--- src/rtl/fp_add_preparer_pipe_if.sv ---
// Handshake bundle between operand issue, the preparer pipe and the adder core.
// master drives operations and consumes results; slave is the preparer itself.
interface fp_add_preparer_pipe_if #(
    parameter int EXP_W = 8,
    parameter int MAN_W = 23,
    parameter int TAG_W = 4
);
    localparam int FW = 1 + EXP_W + MAN_W;
    localparam int MW = 2 * MAN_W + 4;

    logic             in_valid;
    logic             in_ready;
    logic [FW-1:0]    op_1;
    logic [FW-1:0]    op_2;
    logic             sub;
    logic [TAG_W-1:0] in_tag;

    logic             out_valid;
    logic             out_ready;
    logic             NaN_res;
    logic             inf_res;
    logic             res_sig;
    logic             eff_sub;
    logic [EXP_W-1:0] exp_max;
    logic [MW-1:0]    mant_big;
    logic [MW-1:0]    mant_small;
    logic             sticky;
    logic [TAG_W-1:0] out_tag;

    modport master (
        output in_valid, op_1, op_2, sub, in_tag, out_ready,
        input  in_ready, out_valid, NaN_res, inf_res, res_sig,
        input  eff_sub, exp_max, mant_big, mant_small, sticky, out_tag
    );

    modport slave (
        input  in_valid, op_1, op_2, sub, in_tag, out_ready,
        output in_ready, out_valid, NaN_res, inf_res, res_sig,
        output eff_sub, exp_max, mant_big, mant_small, sticky, out_tag
    );
endinterface

--- src/rtl/fp_add_preparer_pipe.sv ---
// Two-stage elastic FP add operand preparer: decode/order, then align/sticky.
// Stage 1 resolves specials and ordering; stage 2 performs the alignment shift.
module fp_add_preparer_pipe #(
    parameter int EXP_W = 8,
    parameter int MAN_W = 23,
    parameter int TAG_W = 4
) (
    input  logic                  clk,
    input  logic                  rst_n,
    fp_add_preparer_pipe_if.slave bus
);
    localparam int FW = 1 + EXP_W + MAN_W;
    localparam int MW = 2 * MAN_W + 4;
    localparam int SW = MAN_W + 1;

    logic             w_s1;
    logic             w_s2;
    logic [EXP_W-1:0] w_e1;
    logic [EXP_W-1:0] w_e2;
    logic [MAN_W-1:0] w_f1;
    logic [MAN_W-1:0] w_f2;
    logic [EXP_W-1:0] w_x1;
    logic [EXP_W-1:0] w_x2;
    logic [SW-1:0]    w_m1;
    logic [SW-1:0]    w_m2;
    logic             w_nan1;
    logic             w_nan2;
    logic             w_inf1;
    logic             w_inf2;
    logic             w_eff_sub;
    logic             w_1big;
    logic             w_equal;
    logic             w_nan;
    logic             w_inf;
    logic             w_sig;
    logic [EXP_W-1:0] w_xbig;
    logic [EXP_W-1:0] w_del;
    logic [SW-1:0]    w_mbig;
    logic [SW-1:0]    w_msmall;

    assign w_s1 = bus.op_1[FW-1];
    assign w_s2 = bus.op_2[FW-1] ^ bus.sub;
    assign w_e1 = bus.op_1[FW-2 -: EXP_W];
    assign w_e2 = bus.op_2[FW-2 -: EXP_W];
    assign w_f1 = bus.op_1[MAN_W-1:0];
    assign w_f2 = bus.op_2[MAN_W-1:0];

    // Denormals share the smallest normal exponent, with no hidden bit.
    assign w_x1 = (w_e1 == '0) ? EXP_W'(1) : w_e1;
    assign w_x2 = (w_e2 == '0) ? EXP_W'(1) : w_e2;
    assign w_m1 = {|w_e1, w_f1};
    assign w_m2 = {|w_e2, w_f2};

    assign w_nan1 = (&w_e1) && (|w_f1);
    assign w_nan2 = (&w_e2) && (|w_f2);
    assign w_inf1 = (&w_e1) && !(|w_f1);
    assign w_inf2 = (&w_e2) && !(|w_f2);

    assign w_eff_sub = w_s1 ^ w_s2;
    assign w_1big    = (w_x1 > w_x2) ||
                       ((w_x1 == w_x2) && (w_m1 >= w_m2));
    assign w_equal   = (w_x1 == w_x2) && (w_m1 == w_m2);

    assign w_nan = w_nan1 || w_nan2 ||
                   (w_inf1 && w_inf2 && w_eff_sub);
    assign w_inf = (w_inf1 || w_inf2) && !w_nan;

    assign w_xbig   = w_1big ? w_x1 : w_x2;
    assign w_del    = w_1big ? (w_x1 - w_x2) : (w_x2 - w_x1);
    assign w_mbig   = w_1big ? w_m1 : w_m2;
    assign w_msmall = w_1big ? w_m2 : w_m1;

    always_comb begin
        w_sig = w_1big ? w_s1 : w_s2;
        if (w_nan) begin
            w_sig = 1'b0;
        end else if (w_inf) begin
            w_sig = w_inf1 ? w_s1 : w_s2;
        end else if (w_eff_sub && w_equal) begin
            w_sig = 1'b0;
        end
    end

    logic r_v1;
    logic r_v2;
    logic w_adv1;
    logic w_adv2;

    assign w_adv2       = !r_v2 || bus.out_ready;
    assign w_adv1       = !r_v1 || w_adv2;
    assign bus.in_ready = w_adv1;

    logic             r1_nan;
    logic             r1_inf;
    logic             r1_sig;
    logic             r1_eff_sub;
    logic [EXP_W-1:0] r1_exp;
    logic [EXP_W-1:0] r1_del;
    logic [SW-1:0]    r1_mbig;
    logic [SW-1:0]    r1_msmall;
    logic [TAG_W-1:0] r1_tag;

    always_ff @(posedge clk or negedge rst_n) begin
        if (!rst_n) begin
            r_v1       <= 1'b0;
            r1_nan     <= 1'b0;
            r1_inf     <= 1'b0;
            r1_sig     <= 1'b0;
            r1_eff_sub <= 1'b0;
            r1_exp     <= '0;
            r1_del     <= '0;
            r1_mbig    <= '0;
            r1_msmall  <= '0;
            r1_tag     <= '0;
        end else if (w_adv1) begin
            r_v1 <= bus.in_valid;
            if (bus.in_valid) begin
                r1_nan     <= w_nan;
                r1_inf     <= w_inf;
                r1_sig     <= w_sig;
                r1_eff_sub <= w_eff_sub;
                r1_exp     <= w_xbig;
                r1_del     <= w_del;
                r1_mbig    <= w_mbig;
                r1_msmall  <= w_msmall;
                r1_tag     <= r1_tag_next(bus.in_tag);
            end
        end
    end

    function automatic logic [TAG_W-1:0] r1_tag_next(
        input logic [TAG_W-1:0] t
    );
        return t;
    endfunction

    logic [MW-1:0] w_pl_big;
    logic [MW-1:0] w_pl_small;
    logic [MW-1:0] w_shifted;
    logic [MW-1:0] w_lost_mask;
    logic          w_sticky;

    assign w_pl_big   = {1'b0, r1_mbig, {(MAN_W+2){1'b0}}};
    assign w_pl_small = {1'b0, r1_msmall, {(MAN_W+2){1'b0}}};

    // Shifts of MW or more yield zero and an all-ones lost mask.
    assign w_shifted   = w_pl_small >> r1_del;
    assign w_lost_mask = ~({MW{1'b1}} << r1_del);
    assign w_sticky    = |(w_pl_small & w_lost_mask);

    logic             r2_nan;
    logic             r2_inf;
    logic             r2_sig;
    logic             r2_eff_sub;
    logic [EXP_W-1:0] r2_exp;
    logic [MW-1:0]    r2_mbig;
    logic [MW-1:0]    r2_msmall;
    logic             r2_sticky;
    logic [TAG_W-1:0] r2_tag;

    always_ff @(posedge clk or negedge rst_n) begin
        if (!rst_n) begin
            r_v2       <= 1'b0;
            r2_nan     <= 1'b0;
            r2_inf     <= 1'b0;
            r2_sig     <= 1'b0;
            r2_eff_sub <= 1'b0;
            r2_exp     <= '0;
            r2_mbig    <= '0;
            r2_msmall  <= '0;
            r2_sticky  <= 1'b0;
            r2_tag     <= '0;
        end else if (w_adv2) begin
            r_v2 <= r_v1;
            if (r_v1) begin
                r2_nan     <= r1_nan;
                r2_inf     <= r1_inf;
                r2_sig     <= r1_sig;
                r2_eff_sub <= r1_eff_sub;
                r2_exp     <= r1_exp;
                r2_mbig    <= w_pl_big;
                r2_msmall  <= w_shifted;
                r2_sticky  <= w_sticky;
                r2_tag     <= r1_tag;
            end
        end
    end

    assign bus.out_valid  = r_v2;
    assign bus.NaN_res    = r2_nan;
    assign bus.inf_res    = r2_inf;
    assign bus.res_sig    = r2_sig;
    assign bus.eff_sub    = r2_eff_sub;
    assign bus.exp_max    = r2_exp;
    assign bus.mant_big   = r2_mbig;
    assign bus.mant_small = r2_msmall;
    assign bus.sticky     = r2_sticky;
    assign bus.out_tag    = r2_tag;
endmodule

--- src/flat_wrapper.sv ---
// flat-port wrapper written by rule: the top's interface ports become plain ports
module fp_add_preparer_pipe_flat 
#(
    parameter int EXP_W = 8,
    parameter int MAN_W = 23,
    parameter int TAG_W = 4
)
  (clk, rst_n, bus_in_valid, bus_op_1, bus_op_2, bus_sub, bus_in_tag, bus_out_ready, bus_in_ready, bus_out_valid, bus_NaN_res, bus_inf_res, bus_res_sig, bus_eff_sub, bus_exp_max, bus_mant_big, bus_mant_small, bus_sticky, bus_out_tag);
  fp_add_preparer_pipe_if #(.EXP_W(EXP_W), .MAN_W(MAN_W), .TAG_W(TAG_W)) bus_i ();
  input  logic clk;
  input  logic rst_n;
  input wire logic [$bits(bus_i.in_valid)-1:0] bus_in_valid;
  input wire logic [$bits(bus_i.op_1)-1:0] bus_op_1;
  input wire logic [$bits(bus_i.op_2)-1:0] bus_op_2;
  input wire logic [$bits(bus_i.sub)-1:0] bus_sub;
  input wire logic [$bits(bus_i.in_tag)-1:0] bus_in_tag;
  input wire logic [$bits(bus_i.out_ready)-1:0] bus_out_ready;
  output wire logic [$bits(bus_i.in_ready)-1:0] bus_in_ready;
  output wire logic [$bits(bus_i.out_valid)-1:0] bus_out_valid;
  output wire logic [$bits(bus_i.NaN_res)-1:0] bus_NaN_res;
  output wire logic [$bits(bus_i.inf_res)-1:0] bus_inf_res;
  output wire logic [$bits(bus_i.res_sig)-1:0] bus_res_sig;
  output wire logic [$bits(bus_i.eff_sub)-1:0] bus_eff_sub;
  output wire logic [$bits(bus_i.exp_max)-1:0] bus_exp_max;
  output wire logic [$bits(bus_i.mant_big)-1:0] bus_mant_big;
  output wire logic [$bits(bus_i.mant_small)-1:0] bus_mant_small;
  output wire logic [$bits(bus_i.sticky)-1:0] bus_sticky;
  output wire logic [$bits(bus_i.out_tag)-1:0] bus_out_tag;
  assign bus_i.in_valid = bus_in_valid;
  assign bus_i.op_1 = bus_op_1;
  assign bus_i.op_2 = bus_op_2;
  assign bus_i.sub = bus_sub;
  assign bus_i.in_tag = bus_in_tag;
  assign bus_i.out_ready = bus_out_ready;
  assign bus_in_ready = bus_i.in_ready;
  assign bus_out_valid = bus_i.out_valid;
  assign bus_NaN_res = bus_i.NaN_res;
  assign bus_inf_res = bus_i.inf_res;
  assign bus_res_sig = bus_i.res_sig;
  assign bus_eff_sub = bus_i.eff_sub;
  assign bus_exp_max = bus_i.exp_max;
  assign bus_mant_big = bus_i.mant_big;
  assign bus_mant_small = bus_i.mant_small;
  assign bus_sticky = bus_i.sticky;
  assign bus_out_tag = bus_i.out_tag;
  fp_add_preparer_pipe #(.EXP_W(EXP_W), .MAN_W(MAN_W), .TAG_W(TAG_W)) u_core (.clk(clk), .rst_n(rst_n), .bus(bus_i));
endmodule
--- config.mk ---
export PLATFORM = sky130hd
export DESIGN_NAME = fp_add_preparer_pipe_flat
export DESIGN_NICKNAME = d
export VERILOG_FILES = /design/src/rtl/fp_add_preparer_pipe_if.sv /design/src/rtl/fp_add_preparer_pipe.sv /design/src/flat_wrapper.sv
export SDC_FILE = /design/constraint.sdc
export NUM_CORES = 1
export LEC_CHECK = 0
export ABC_AREA = 1
export ABC_CLOCK_PERIOD_IN_PS = 1800
export CORE_UTILIZATION = 30
export DETAILED_ROUTE_END_ITERATION = 10
export GPL_TIMING_DRIVEN = 0
export PLACE_DENSITY = 0.55
export REMOVE_ABC_BUFFERS = 1
export SKIP_LAST_GASP = 1
export SLEW_MARGIN = 15
export SYNTH_ARGS = -nofsm -noshare
export SYNTH_HDL_FRONTEND = slang
export SYNTH_SLANG_ARGS = --single-unit
--- constraint.sdc ---
create_clock -name clk -period 1.8 [get_ports clk]
set_input_delay 0.36 -clock clk [delete_from_list [all_inputs] [get_ports clk]]
set_output_delay 0.36 -clock clk [all_outputs]
set_load 0.05 [all_outputs]
### Yosys cells after proc, flatten, opt, wreduce, memory -nomap -nowiden

Cells that the tools add are included.

| operators by class | value |
|---|---|
| reduce and logical (&&, ||, !) cells | 32 |
| $mul | 0 |
| shifts and indexed selects | 2 |
| bitwise logic cells | 4 |
| magnitude comparators | 2 |
| divide/modulo/power cells | 0 |
| $add $sub $neg | 2 |
| equal/unequal tests | 2 |
| mux-type cells | 11 |

Operator list:

| operator | number |
|---|---|
| $and 49x50->50 | 1 |
| $not 50->50 | 1 |
| $reduce_or 50->1 | 1 |
| $shl 50x8->50 const A | 1 |
| $shr 49x8->50 | 1 |
| $mux 24 | 2 |
| $reduce_or 23->1 | 2 |
| $mux 8 | 4 |
| $eq 24x24->1 | 1 |
| $ge 24x24->1 | 1 |
| $logic_not 8->1 | 2 |
| $reduce_and 8->1 | 2 |
| $reduce_or 8->1 | 2 |
| $sub 8x8->8 | 2 |
| $logic_and 1x1->1 | 10 |
| $eq 8x8->1 | 1 |
| $gt 8x8->1 | 1 |
| $logic_or 1x1->1 | 6 |
| $logic_not 1->1 | 5 |
| $mux 1 | 5 |
| $reduce_and 2->1 | 2 |
| $xor 1x1->1 | 2 |

| storage, ports and cells | value |
|---|---|
| RAM bits | 0 |
| latch bits | 0 |
| flip-flop bits (word level) | 165 |
| bits in read-only memories | 0 |
| memories | 0 |
| output and inout port bits | 119 |

### Longest topological paths before layout

| logic depth | value |
|---|---|
| word-level depth | 10 |
| gate-level depth with buffers | 20 |
| gate-level depth less buffers | 19 |

### Worst setup path after synthesis

OpenSTA, ideal clock, no wires.

| path | value |
|---|---|
| path kind | input-to-reg |
| start point | input port bus_op_2[25] |
| end point | register u_core.r1_del[6] |
| setup slack | -710 ps |
| arrival time | 2,393 ps |
| path buffers | 0 |
| required time | 1,683 ps |
| cell stages on the path | 17 |
| cell sequence | nor4_1 > nand4_1 > inv_1 > nor2_1 > ha_1 > fa_1 > or2_2 > nand2_1 > inv_1 > o21ai_0 > inv_1 > nand2_1 > nand2_1 > nand2_1 > nand2_1 > nand2_1 > nand2_1 |

| on the way | value |
|---|---|
| longest elaborated chain between the ends | 6 |
| elaborated cells on any way between the ends | 11 |
| those cells by class | 2 x add/sub; 2 x order compare; 1 x eq/ne; 2 x mux; 4 x reduce/logical |

RTL lines:

| what | RTL line | text |
|---|---|---|
| from (decl) | flat_wrapper.sv:14 | `input wire logic [$bits(bus_i.op_2)-1:0] bus_op_2;` |
| branches (longest 5 deep; another with $ge 24x24->1) | - |  |
| $mux 8 (*) | fp_add_preparer_pipe.sv:69 | `assign w_del = w_1big ? (w_x1 - w_x2) : (w_x2 - w_x1);` |
| to (signal assigned) | fp_add_preparer_pipe.sv:123 | `r1_del <= w_del;` |
| to (decl) | fp_add_preparer_pipe.sv:98 | `logic [EXP_W-1:0] r1_del;` |

Every way passes the cells marked *.
A chain may end at the register's enable or synchronous reset.

### Worst setup path after layout

| path | value |
|---|---|
| start point | input port bus_op_2[26] |
| end point | register u_core.r1_sig |

| on the way | value |
|---|---|
| longest elaborated chain between the ends | 9 |
| elaborated cells on any way between the ends | 25 |
| those cells by class | 2 x order compare; 2 x eq/ne; 5 x mux; 16 x reduce/logical |

RTL lines:

| what | RTL line | text |
|---|---|---|
| branches (longest 8 deep; another with $ge 24x24->1) | - |  |
| $mux 1 (*) | fp_add_preparer_pipe.sv:75 | `if (w_nan) begin` |
| to (signal assigned) | fp_add_preparer_pipe.sv:120 | `r1_sig <= w_sig;` |
| to (decl) | fp_add_preparer_pipe.sv:95 | `logic r1_sig;` |

Marks and branches as above.

==> summary.md <==
| Metric | Value |
|---|---|
| Placed Cells | `2038` |
| Worst Hold Path EP | `u_core.r1_exp[1]` |
| Outcome | `finished with violations` |
| Residual DRC | `0` |
| Core Region | `0.0345 mm²` |
| Yosys reg bits | `164` |
| CTS clk-pin slew, worst paths | `70 ps` |
| Required time of the critical path | `2140 ps` |
| Die Area | `0.0358 mm²` |
| Top area cells in the synthesized netlist | `dfrtp_1, nand2_1, o21ai_0, inv_1, ha_1` |
| Layout cells sized above 1 | `29.0%` |
| IO Port Bufs | `164` |
| Pre-CTS setup slack | `-2620 ps` |
| Yosys top cell by area | `dfrtp_1` |
| CP max stage delay | `280 ps` |
| Fillers | `3466` |
| Max Cap Viol | `0` |
| Power Density | `1210 mW/mm²` |
| Top cell type's share of synthesized area | `39.0%` |
| Via/cell ratio | `5.00` |
| Final setup vio count | `103` |
| Iteration-0 DRC count of the detailed router | `609` |
| Most used cell along the critical path | `nand2_1` |
| Hold Path Class | `in -> reg` |
| Leakage power | `7.79 nW` |
| RSZ-0062 raised after global routing | `yes` |
| Sequential Area | `0.00413 mm²` |
| Post-synthesis average cell area | `6.98 µm²` |
| WS Path Type | `in -> reg` |
| Synth unique cells | `41` |
| Final Util | `46.2%` |
| DRT Wirelength | `38900 µm` |
| Die Span X | `189 µm` |
| Max VDD drop | `0.846 mV` |
| Top_reg_cell synth | `dfrtp_1` |
| Endpoints failing hold | `0` |
| Placer Congestion | `0.887` |
| CTS tree | `yes` |
| Hold path cells | `3` |
| Sequential-to-total area share from yosys stat | `39.0%` |
| Post-synthesis cell area | `0.0105 mm²` |
| Largest net degree at the start of global routing | `123` |
| Gr ovfl total | `0` |
| Vias in the first global route | `10600` |
| R2r startpoint | `u_core.bus.out_valid` |
| YS warnings | `0` |
| IO Pins | `192` |
| Initial Utilization | `30.4%` |
| Fin cells | `2200` |
| Register-to-register setup slack | `-170 ps` |
| Clock latency on the worst-skew pair | `450 ps` |
| Hold path startpoint | `bus_op_1[24]` |
| Crit-path max FO | `15` |
| Dpl hpwl | `23800 µm` |
| Minimum clock period | `2410 ps` |
| Via count | `11000` |
| Measured slew at the worst slew-check pin | `727 ps` |
| Setup tns final | `-38360 ps` |
| GRT Util Overall | `21.5%` |
| Antenna cells | `0` |
| Worst r2r path cells | `10` |
| Fin nets | `1846` |
| Wire per inst | `17.7 µm` |
| Total CTS buffers | `17` |
| Initial antenna violation count | `0` |
| Crit-path cells | `buf_8 -> nor4_4 -> nand4_1 -> inv_2 -> buf_12 -> ha_4 -> nand2_4 -> nor2_4 -> buf_6 -> nand2_2 -> nand3_2 -> nor2_4 -> nand3_4 -> nand2_8 -> buf_4 -> buf_12 -> nand2_1 -> nand3_1 -> nand2_1 -> nand2_2 -> nand2_1` |
| CP max stage cell | `nor4_4` |
| Fin crit share | `134%` |
| Post-synth EDFFs | `0` |
| Failing checks | `negative setup slack` |
| First-pass GRT wire length | `59700 µm` |
| Crit. End Element | `flop` |
| Max Slew Vio Count | `0` |
| Startpoint types | `primary input` |
| Arrival time at the worst endpoint | `2760 ps` |
| TritonRoute pass-1 iters | `4` |
| Async set-reset flop share out of synthesis | `100%` |
| Hold_ws | `160 ps` |
| Die Height | `189 µm` |
| Reg2reg end | `u_core.bus.mant_small[8]` |
| Multi-input logic area | `0.00690 mm²` |
| Worst slew margin | `51.6%` |
| Final ANT Viol Nets | `0` |
| Post-Syn Instances | `1507` |
| Largest buffer count on any clock path | `2` |
| # rows | `68` |
| CTS Root Cell | `clkbuf_16` |
| FMAX | `414 MHz` |
| CTS H-tree depth | `4` |
| Setup ws final | `-615 ps` |
| Area Growth Syn to Fin | `52.0%` |
| Clock Skews | `11.3 ps` |
| CTS sink cnt | `164` |
how the worst max path moves through the flow:
| stage | startpoint | end | slack (ps) | cells past startpoint |
|---|---|---|---|---|
| floorplan | u_core.bus.out_valid | u_core.r1_sig | -2400 | 7 |
| global placement | rst_n | u_core.bus.exp_max[4] | -6840 | 1 |
| detailed placement | bus_out_ready | u_core.bus.mant_small[25] | -2620 | 11 |
| CTS | bus_op_1[25] | u_core.r1_msmall[8] | -560 | 17 |
| global route | bus_op_2[23] | u_core.r1_mbig[6] | -710 | 19 |
| finish | bus_op_2[26] | u_core.r1_sig | -610 | 21 |
cells in the final DEF (no fill, tap or decap), types with 22 or more instances in the layout:
cell             instances
nor2_1                  58
o21ai_2                 52
buf_6                   32
o21ai_0                 68
nand2_2                 81
nand3_1                 59
nand3_2                 22
inv_1                  121
nand2_1                336
clkdlybuf4s50_1         27
o21ai_1                107
buf_4                   72
nand2_4                 29
dfrtp_1                157
dlygate4sd2_1           97
ha_1                    35
a21oi_1                 53
conb_1                  27
critical path: cells and delay by family:
family / cells / cell delay, ps
simple gates: 14 / 1430
buf+inv: 6 / 720
fa+ha+maj: 1 / 210
flip-flops by register name, summed over array words and instances, names as in the netlist:
register / count
u_core.bus.out_tag: 4
u_core.r1_sig: 1
u_core.r1_eff_sub: 1
u_core.bus.sticky: 1
u_core.bus.inf_res: 1
u_core.bus.exp_max: 8
u_core.r1_nan: 1
u_core.r_v1: 1
u_core.r1_tag: 4
u_core.r1_del: 8
u_core.r1_mbig: 24
u_core.bus.eff_sub: 1
u_core.bus.res_sig: 1
u_core.bus.out_valid: 1
u_core.bus.mant_big: 24
u_core.r1_exp: 8
u_core.bus.mant_small: 49
u_core.r1_msmall: 24
u_core.bus.NaN_res: 1
u_core.r1_inf: 1
power by group:
group | internal, mW | total, mW | switching (mW)
clock | 2.06 | 3.68 | 1.62
combinational | 3.45 | 10.4 | 6.90
sequential | 4.59 | 5.28 | 0.687
logic make-up after synthesis:
logic type | share of synthesized area (%)
muxes | 0.286
adders and majority gates | 5.02
and+or+nand+nor | 25.4
AOI/OAI and AO/OA | 17.8
other | 0.0357
buffers and inverters | 11.4
DFF | 39.0
xor gates and xnor gates | 1.00
timing repair:
| item | in CTS | in global routing |
|---|---|---|
| hold buffers | 1 | 0 |
| setup endpoints to repair | 249 | 131 |
| gates cloned | 18 | 2 |
| resized for setup | 540 | 253 |
| hold endpoints to repair | 89 | 0 |
| pin swaps | 83 | 122 |
| setup buffers | 80 | 33 |
per-stage QoR:
stage               total power, mW  area, µm²
floorplan                      10.3       9980
global placement               13.0      12200
detailed placement             13.1      12300
CTS                            18.3      14800
global route                   20.4      16000
finish                         19.3      16000
area by class of cell:
| class | count | area share (%) |
|---|---|---|
| repair buffers | 291 | 19.2 |
| inverters | 151 | 4.20 |
| clock inverters | 9 | 0.595 |
| well taps | 455 | 3.56 |
| repair inverters | 5 | 0.368 |
| multi-input cells | 1102 | 43.2 |
| flip-flops and latches | 164 | 25.8 |
| clock buffers | 23 | 3.05 |
synth_stat cells (5+ instances only):
library cell  number
clkbuf_1          52
nand4_1           11
buf_2             14
buf_6              6
o21ai_1           96
ha_1              39
nor3_1             5
a21oi_1           72
nor4_1             5
dfrtp_1          164
o21ai_0          144
xor2_1             8
a31oi_1            9
inv_1            142
nor2_1            90
clkinv_1           5
buf_1             13
buf_4             32
nand3_1           94
o211ai_1          17
nand2_1          449
per-layer routing:
| layer | wire, µm | vias up | GRT usage [%] |
|---|---|---|---|
| li1 | - | 5328 | - |
| met3 | 1920 | 71 | 4.45 |
| met5 | 0 | - | 0 |
| met2 | 18800 | 315 | 35.7 |
| met1 | 17100 | 5288 | 27.6 |
| met4 | 1100 | 0 | 7.69 |
Note: power is estimated with default switching activity, not from simulation.
